**src/rtl/transmision_dac_multicanal_if.sv**
```systemverilog
// Frame handshake between the sample generator and the DAC serial transmitter.
// Signals:
//   sample_data   DATA_W*CHANNELS  frame; channel k at [k*DATA_W +: DATA_W]
//   sample_valid  1                producer has a frame on sample_data
//   sample_ready  1                transmitter can take a frame this cycle
// Modports: master = sample producer, slave = transmitter.
interface transmision_dac_multicanal_if #(
    parameter int DATA_W   = 24,
    parameter int CHANNELS = 2
);
    logic [DATA_W*CHANNELS-1:0] sample_data;
    logic                       sample_valid;
    logic                       sample_ready;

    modport master (output sample_data, output sample_valid, input  sample_ready);
    modport slave  (input  sample_data, input  sample_valid, output sample_ready);
endinterface

```
**src/rtl/transmision_dac_multicanal.sv**
```systemverilog
// Multichannel serial DAC transmitter. Takes one frame of CHANNELS samples over
// the smp handshake and shifts it out MSB-first, channel 0 first, with its own
// bit clock, channel select and frame sync. A one-frame holding buffer keeps
// back-to-back frames gap-free; UNDERRUN_MODE picks stop / zero frame / repeat
// when no new frame is available at a frame boundary.
// Ports:
//   clk         system clock, rising edge
//   reset       asynchronous, active-low
//   smp         frame handshake (slave side)
//   bclk        bit clock; DAC samples data_out on its rising edge
//   data_out    serial data, changes only on bclk falling boundaries
//   chan_sel    channel index of the bit on data_out
//   frame_sync  high for the first bit period of every frame
//   underrun    1-clk pulse when a boundary finds no new frame (modes 1, 2)
module transmision_dac_multicanal #(
    parameter int  DATA_W        = 24,
    parameter int  CHANNELS      = 2,
    parameter int  BCLK_DIV      = 2,
    parameter int  UNDERRUN_MODE = 0,
    localparam int CH_W          = (CHANNELS > 1) ? $clog2(CHANNELS) : 1
) (
    input  logic                       clk,
    input  logic                       reset,
    transmision_dac_multicanal_if.slave smp,
    output logic                       bclk,
    output logic                       data_out,
    output logic [CH_W-1:0]            chan_sel,
    output logic                       frame_sync,
    output logic                       underrun
);
    localparam int SER_W = DATA_W * CHANNELS;
    localparam int BIT_W = $clog2(DATA_W);
    localparam int DIV_W = (BCLK_DIV > 1) ? $clog2(BCLK_DIV) : 1;

    typedef enum logic {IDLE = 1'b0, SHIFT = 1'b1} state_t;

    // Frames are stored in transmit order: channel 0 in the top DATA_W bits,
    // so the shifter only ever looks at its MSB.
    function automatic logic [SER_W-1:0] to_serial(input logic [SER_W-1:0] f);
        logic [SER_W-1:0] s;
        for (int k = 0; k < CHANNELS; k++) begin
            s[(CHANNELS-1-k)*DATA_W +: DATA_W] = f[k*DATA_W +: DATA_W];
        end
        return s;
    endfunction

    state_t           state_q, state_d;
    logic [SER_W-1:0] hold_q, hold_d;
    logic             hold_full_q, hold_full_d;
    logic             arm_q, arm_d;
    logic [SER_W-1:0] shift_q, shift_d;
    logic [SER_W-1:0] last_q, last_d;
    logic [DIV_W-1:0] div_q, div_d;
    logic             bclk_q, bclk_d;
    logic [BIT_W-1:0] bit_q, bit_d;
    logic [CH_W-1:0]  chan_q, chan_d;
    logic             fsync_q, fsync_d;
    logic             underrun_q, underrun_d;

    logic             accept;
    logic [SER_W-1:0] in_ser;

    assign accept = smp.sample_valid && !hold_full_q;
    assign in_ser = to_serial(smp.sample_data);

    always_comb begin
        // NOTE: every next-state signal gets its default first, so no path can leave one unassigned and infer a latch.
        state_d     = state_q;
        hold_d      = hold_q;
        hold_full_d = hold_full_q;
        // arm delays the IDLE start by one cycle: first bit lands 2 clk after acceptance.
        arm_d       = hold_full_q;
        shift_d     = shift_q;
        last_d      = last_q;
        div_d       = div_q;
        bclk_d      = bclk_q;
        bit_d       = bit_q;
        chan_d      = chan_q;
        fsync_d     = fsync_q;
        underrun_d  = 1'b0;

        if (accept) begin
            hold_d      = in_ser;
            hold_full_d = 1'b1;
        end

        unique case (state_q)
            IDLE: begin
                if (hold_full_q && arm_q) begin
                    state_d     = SHIFT;
                    shift_d     = hold_q;
                    last_d      = hold_q;
                    hold_full_d = 1'b0;
                    div_d       = '0;
                    bclk_d      = 1'b0;
                    bit_d       = '0;
                    chan_d      = '0;
                    fsync_d     = 1'b1;
                end
            end
            SHIFT: begin
                if (div_q == DIV_W'(BCLK_DIV - 1)) begin
                    div_d  = '0;
                    bclk_d = !bclk_q;
                    // bclk falling edge is the bit boundary.
                    if (bclk_q) begin
                        fsync_d = 1'b0;
                        shift_d = shift_q << 1;
                        if (bit_q == BIT_W'(DATA_W - 1)) begin
                            bit_d = '0;
                            if (chan_q == CH_W'(CHANNELS - 1)) begin
                                chan_d  = '0;
                                fsync_d = 1'b1;
                                if (hold_full_q) begin
                                    shift_d     = hold_q;
                                    last_d      = hold_q;
                                    hold_full_d = 1'b0;
                                end else if (accept) begin
                                    // Bypass: the frame arriving on the boundary goes straight out.
                                    shift_d     = in_ser;
                                    last_d      = in_ser;
                                    hold_d      = hold_q;
                                    hold_full_d = 1'b0;
                                end else begin
                                    case (UNDERRUN_MODE)
                                        1: begin
                                            shift_d    = '0;
                                            underrun_d = 1'b1;
                                        end
                                        2: begin
                                            shift_d    = last_q;
                                            underrun_d = 1'b1;
                                        end
                                        default: begin
                                            state_d = IDLE;
                                            shift_d = '0;
                                            fsync_d = 1'b0;
                                        end
                                    endcase
                                end
                            end else begin
                                chan_d = chan_q + CH_W'(1);
                            end
                        end else begin
                            bit_d = bit_q + BIT_W'(1);
                        end
                    end
                end else begin
                    div_d = div_q + DIV_W'(1);
                end
            end
        endcase
    end

    // NOTE: state is updated with non-blocking assignments only, so every register samples pre-edge values.
    always_ff @(posedge clk or negedge reset) begin
        if (!reset) begin
            state_q     <= IDLE;
            // NOTE: the holding buffer and last-frame copy are cleared as well, so a frame dropped by reset can never be replayed.
            hold_q      <= '0;
            hold_full_q <= 1'b0;
            arm_q       <= 1'b0;
            shift_q     <= '0;
            last_q      <= '0;
            div_q       <= '0;
            bclk_q      <= 1'b0;
            bit_q       <= '0;
            chan_q      <= '0;
            fsync_q     <= 1'b0;
            underrun_q  <= 1'b0;
        end else begin
            state_q     <= state_d;
            hold_q      <= hold_d;
            hold_full_q <= hold_full_d;
            arm_q       <= arm_d;
            shift_q     <= shift_d;
            last_q      <= last_d;
            div_q       <= div_d;
            bclk_q      <= bclk_d;
            bit_q       <= bit_d;
            chan_q      <= chan_d;
            fsync_q     <= fsync_d;
            underrun_q  <= underrun_d;
        end
    end

    assign smp.sample_ready = !hold_full_q;
    assign bclk             = bclk_q;
    assign data_out         = (state_q == SHIFT) && shift_q[SER_W-1];
    assign chan_sel         = chan_q;
    assign frame_sync       = fsync_q;
    assign underrun         = underrun_q;
endmodule

```
**src/flat_wrapper.sv**
```systemverilog
// flat-port wrapper written by rule: the top's interface ports become plain ports
module transmision_dac_multicanal_flat 
#(
    parameter int  DATA_W        = 24,
    parameter int  CHANNELS      = 2,
    parameter int  BCLK_DIV      = 2,
    parameter int  UNDERRUN_MODE = 0,
    localparam int CH_W          = (CHANNELS > 1) ? $clog2(CHANNELS) : 1
)
  (clk, reset, bclk, data_out, chan_sel, frame_sync, underrun, smp_sample_data, smp_sample_valid, smp_sample_ready);
  transmision_dac_multicanal_if #(.DATA_W(DATA_W), .CHANNELS(CHANNELS)) smp_i ();
  input  logic clk;
  input  logic reset;
  output logic bclk;
  output logic data_out;
  output logic [CH_W-1:0] chan_sel;
  output logic frame_sync;
  output logic underrun;
  input wire logic [$bits(smp_i.sample_data)-1:0] smp_sample_data;
  input wire logic [$bits(smp_i.sample_valid)-1:0] smp_sample_valid;
  output wire logic [$bits(smp_i.sample_ready)-1:0] smp_sample_ready;
  assign smp_i.sample_data = smp_sample_data;
  assign smp_i.sample_valid = smp_sample_valid;
  assign smp_sample_ready = smp_i.sample_ready;
  transmision_dac_multicanal #(.DATA_W(DATA_W), .CHANNELS(CHANNELS), .BCLK_DIV(BCLK_DIV), .UNDERRUN_MODE(UNDERRUN_MODE)) u_core (.clk(clk), .reset(reset), .smp(smp_i), .bclk(bclk), .data_out(data_out), .chan_sel(chan_sel), .frame_sync(frame_sync), .underrun(underrun));
endmodule
```
**config.mk**
```make
export PLATFORM = sky130hd
export DESIGN_NAME = transmision_dac_multicanal_flat
export DESIGN_NICKNAME = d
export VERILOG_FILES = /design/src/rtl/transmision_dac_multicanal_if.sv /design/src/rtl/transmision_dac_multicanal.sv /design/src/flat_wrapper.sv
export SDC_FILE = /design/constraint.sdc
export NUM_CORES = 1
export LEC_CHECK = 0
export CORE_MARGIN = 2
export CORE_UTILIZATION = 32
export CTS_BUF_LIST = sky130_fd_sc_hd__clkbuf_2
export CTS_CLUSTER_DIAMETER = 120
export DETAILED_ROUTE_END_ITERATION = 10
export PLACE_DENSITY = 0.61
export SYNTH_ARGS = -nofsm -noshare
export SYNTH_HDL_FRONTEND = slang
export SYNTH_SLANG_ARGS = --single-unit
```
**constraint.sdc**
```tcl
create_clock -name clk -period 3.9 [get_ports clk]
set_input_delay 0.585 -clock clk [delete_from_list [all_inputs] [get_ports clk]]
set_output_delay 0.585 -clock clk [all_outputs]
set_load 0.005 [all_outputs]
```
### Yosys cells after proc, flatten, opt, wreduce, memory -nomap -nowiden

Cells that the tools add are included.

| word-level totals | value |
|---|---|
| register bits | 108 |
| input bits | 51 |
| output and inout bits | 6 |
| logic and storage cells | 82 |

| operators by class | value |
|---|---|
| add/subtract/negate cells | 3 |
| equality and inequality tests | 6 |
| multiplexer cells | 54 |
| bitwise gates (word level) | 1 |
| reduce and logical (&&, ||, !) cells | 8 |

Operators by type and width:

| cell | number |
|---|---|
| $mux W48 | 15 |
| $pmux W48 S2 | 1 |
| $mux W1 | 27 |
| $mux W5 | 4 |
| $pmux W1 S2 | 6 |
| $pmux W5 S2 | 1 |
| $ne A7 B7 Y1 const B | 1 |
| $ne A2 B2 Y1 const B | 3 |
| $add A5 B1 Y5 const B | 1 |
| $eq A5 B5 Y1 const B | 1 |
| $reduce_and A4 Y1 | 1 |
| $logic_and A1 B1 Y1 | 3 |
| $reduce_and A3 Y1 | 1 |
| $add A1 B1 Y1 const B | 2 |
| $logic_not A1 Y1 | 2 |
| $ne A2 B1 Y1 const B | 1 |
| $reduce_and A2 Y1 | 1 |
| $not A1 Y1 | 1 |

### Longest topological paths before layout

| logic depth | value |
|---|---|
| depth after elaboration | 10 |
| depth in mapped cells | 7 |
| depth with buffers taken out | 4 |

### Least setup slack after synthesis

OpenSTA, ideal clock, no wires.

| path | value |
|---|---|
| kind | reg-to-reg |
| from | reg u_core.bit_q[0] |
| to | reg u_core.hold_q[27] |
| setup time | 125 ps |
| data arrival time | 1772 ps |
| required time | 3775 ps |
| setup slack | 2003 ps |
| cell stages (with the launch flop) | 8 |
| buffers on the path | 3 |
| period minus slack after synthesis | 1897 ps |
| path through | dfrtp_1 -> ha_1 -> and4b_1 -> buf_4 -> a31oi_4 -> buf_6 -> buf_8 -> mux2_4 |

| between the ends | value |
|---|---|
| word-level cells in the longest chain between the ends | 5 |
| elaborated cells on any way between the ends | 6 |
| those cells by class | eq/ne (2); mux (4) |

Ends and longest elaborated chain:

| item | line | source |
|---|---|---|
| start, declared | transmision_dac_multicanal.sv:55 | `logic [BIT_W-1:0] bit_q, bit_d;` |
| start signal, assigned | transmision_dac_multicanal.sv:180 | `bit_q <= bit_d;` |
| $eq A5 B5 Y1 * | transmision_dac_multicanal.sv:109 | `if (bit_q == BIT_W'(DATA_W - 1)) begin` |
| $mux W48 | transmision_dac_multicanal.sv:109 |  |
| $mux W48 | transmision_dac_multicanal.sv:106 | `if (bclk_q) begin` |
| $mux W48 | transmision_dac_multicanal.sv:102 | `if (div_q == DIV_W'(BCLK_DIV - 1)) begin` |
| $mux W48 | transmision_dac_multicanal.sv:87 | `unique case (state_q)` |
| end signal, assigned | transmision_dac_multicanal.sv:173 | `hold_q <= hold_d;` |
| end, declared | transmision_dac_multicanal.sv:48 | `logic [SER_W-1:0] hold_q, hold_d;` |

Every way passes the cells marked *; elsewhere a longest branch is shown, timed or not.
A chain may end at the register's enable or synchronous reset.

### Worst setup path after layout

| path | value |
|---|---|
| from | reg u_core.state_q |
| to | out data_out |

| between the ends | value |
|---|---|
| word-level cells in the longest chain between the ends | 1 |

Ends and longest elaborated chain:

| item | line | source |
|---|---|---|
| start, declared | transmision_dac_multicanal.sv:47 | `state_t state_q, state_d;` |
| start signal, assigned | transmision_dac_multicanal.sv:172 | `state_q <= state_d;` |
| $logic_and A1 B1 Y1 | transmision_dac_multicanal.sv:189 | `assign data_out = (state_q == SHIFT) && shift_q[SER_W-1];` |
| end, declared | flat_wrapper.sv:15 | `output logic data_out;` |

Every way passes these cells.

==> flow_metrics.py <==
metrics = {
    "cts": {
        "cts.sinks": 108,
        "cts_hold_buf": 0,
        "postCtsSetupBuffers": 0,
        "clkTransAtPathRegs_ps": 280,
        "tritoncts": "done",
        "cts_buffers": 9,
        "cts.root.buffer_cell": "clkbuf_2",
        "post_cts_resize_count": 0,
        "clk_latency_ps": 640,
        "cts.htree.levels": 3,
        "clk_path_buf_depth": 2,
    },
    "floorplan": {
        "die_y_um": 144,
        "design.portCount": 57,
        "rows": 51,
        "coreArea_mm2": 0.0193,
        "die_x_um": 144,
        "die_area_mm2": 0.0207,
        "initial_utilization_pct": 32.3,
    },
    "worst_setup_path": {
        "required_ps": 3310,
        "crit_slowest_cell": "dfrtp_1",
        "cp.arrival_ps": 2570,
        "crit_family": "flip-flops",
        "reg2regPathDepth": 4,
        "cp-startpoint": "u_core.state_q$_DFF_PN0_",
        "crit_type": "register to output port",
        "crit_path_max_fanout": 37,
        "worstSetupEndpointType": "output port",
        "worstPathCellList": "and2_1, clkdlybuf4s50_1",
        "reg2reg_from": "u_core.state_q$_DFF_PN0_",
        "path_depth": 2,
        "critPathMaxStageDelay_ps": 1150,
        "startpoint_type": "register",
        "cp_num_buf_inv": 1,
    },
    "logic_synthesis": {
        "synth.cell_area_mm2": 0.00625,
        "yosysWarnings": 0,
        "synth-seq-area-share_pct": 43.3,
        "synth_edf_count": 0,
        "asyncSetResetFlopFracSynth_pct": 100,
        "netlist_instances": 605,
        "synth_cell_types": 42,
        "avgSynthCellArea_um2": 10.3,
        "synthFlopType": "dfrtp_1",
        "ys_seq_elements": 108,
        "postSynthNetCount": 657,
    },
    "finish": {
        "multi_input_area_mm2": 0.00305,
        "num-fill-cells": 1949,
        "seqCellArea_mm2": 0.00271,
        "area_delta_synth_final_pct": 12.5,
        "fin_nets": 670,
        "drive_gt1_share_pct": 13.0,
    },
    "timing": {
        "maxSlewViolCount": 0,
        "slew_headroom_pct": 18.2,
        "max_freq_mhz": 317,
        "fin_skew_ps": 42.6,
        "whs_ps": 38.3,
        "finalCriticalPeriod_ps": 3150,
        "worst_pin_slew_ps": 1230,
        "final.period_utilization_pct": 80.9,
        "finalSetupViolations": 0,
        "setup_tns_ps": 0,
        "rsz0062_at_grt": "no",
        "hold_violations": 0,
    },
    "flow_run": {
        "drv_cap": 0,
    },
    "global_route": {
        "grt_usage_pct": 15.2,
        "overflow": 0,
        "grt_pass1_wl_mm": 25.4,
        "grt_max_degree": 104,
        "grt_pass1_vias": 4857,
        "antenna_found_initial": 1,
    },
    "power_and_ir_drop": {
        "leakagePower_nw": 2.80,
        "powerDensity_mw_per_mm2": 275,
        "ir_drop_v": 0.000109,
    },
    "route": {
        "drc": 0,
        "firstDrtPassIters": 7,
        "wl_per_cell_um": 17.1,
        "vias": 4858,
        "final_antenna_net_count": 0,
        "vias_per_cell": 5.47,
        "drt_first_iter_violations": 348,
        "routed_wirelength_mm": 15.2,
    },
    "place": {
        "placement.io_buffers": 55,
        "gp_congestion": 0.754,
        "post-dp-hpwl_mm": 9.10,
    },
    "outcome": {
        "status": "finished clean",
    },
    "min_path": {
        "min_path_type": "primary input to async pin",
    },
}
-- power by group --
part	internal, mW	leakage, nW	switching, mW
clock	0.145	0.0669	0.369
combinational	0.118	1.52	0.0712
sequential	1.18	1.21	0.0520
-- kinds of logic after synthesis --
group | Yosys count | synth area share [%]
other | 1 | 0.0600
muxes | 99 | 18.0
AOI/OAI and AO/OA | 204 | 24.6
adders and majority gates | 1 | 0.200
xor gates and xnor gates | 1 | 0.140
and+or+nand+nor | 78 | 5.65
buffers and inverters | 113 | 8.07
DFF | 108 | 43.3
-- cells in the final DEF (no fill, tap or decap), types with 2 or more instances in the layout --
cell and count:
inv_1 49, mux2i_1 50, a21oi_1 51, nand2_1 56
o21ai_0 48, nand3_1 5, o32ai_1 47, clkdlybuf4s50_1 54
buf_12 2, nor2b_1 2, and3b_1 2, and2_1 3
o21ai_1 2, buf_4 10, clkbuf_2 11, dfrtp_1 106
mux2_4 20, mux2_2 29, o2111a_1 47, clkinv_1 2
-- cells in the mapped netlist, types with 2 or more instances --
cell	n	share of area, %
o21ai_1	2	0.16
and3b_1	3	0.42
and2_1	3	0.30
buf_4	9	1.1
nand3_1	5	0.40
mux2_4	20	4.8
o21ai_0	48	3.8
o32ai_1	47	6.6
buf_2	12	0.96
nand2b_1	2	0.20
nor2b_1	2	0.20
mux2_2	29	5.2
dfrtp_1	108	43
inv_1	49	2.9
a21oi_1	51	4.1
nand2_1	56	3.4
mux2i_1	50	8.0
clkbuf_1	37	2.2
buf_8	2	0.48
buf_1	2	0.12
o2111a_1	47	8.5
-- stage by stage --
step | std cells | total power, mW | utilization, % | instance area, um^2 | setup WS, ps
3_5_place_dp | 872 | 1.44 | 35.8 | 6930 | 1450
6_report | 888 | 1.94 | 36.3 | 7030 | 745
2_1_floorplan | 605 | 1.33 | - | 6250 | 2000
5_1_grt | 888 | 2.04 | 36.3 | 7030 | 558
4_1_cts | 887 | 1.97 | 36.3 | 7020 | 701
3_3_place_gp | 872 | 1.44 | 35.8 | 6930 | 1500
-- cell type report --
type	instances	area share (%)
timing repair buffer	66	9.33
clock inverter	4	0.605
multi-input combinational	384	43.4
clock buffer	11	0.783
sequential	108	38.5
tap	265	4.72
antenna	1	0.0356
inverter	49	2.62
-- flip-flops by register name (all words and copies together) (netlist names) --
register / flops
u_core.arm_d: 1
u_core.arm_q: 1
u_core.bclk: 1
u_core.bit_q: 5
u_core.chan_sel: 1
u_core.div_q: 1
u_core.frame_sync: 1
u_core.hold_q: 48
u_core.shift_q: 48
u_core.state_q: 1
-- path summary, 6_finish.rpt --
path / end / slack (ps)
worst max-delay path: data_out / 750
worst min-delay path: u_core.shift_q[21]$_DFFE_PN0P_ / 40
worst max register to register: u_core.shift_q[10]$_DFFE_PN0P_ / 1360
worst min register to register: u_core.bit_q[4]$_DFFE_PN0P_ / 550
max in group asynchronous: u_core.hold_q[4]$_DFFE_PN0P_ / 3080
min in group clk: u_core.bit_q[4]$_DFFE_PN0P_ / 550
-- layer usage --
metal / vias to the layer above / wire (um) / share of wire [%] / global-route usage [%]
li1: 2271 / - / - / -
met1: 2448 / 7060 / 46 / 21.0
met2: 129 / 7170 / 47 / 24.1
met3: 10 / 847 / 5.6 / 3.83
met4: 0 / 113 / 0.74 / 3.56
met5: - / 0 / 0 / 0
Note: power is estimated with default switching activity, not from simulation.
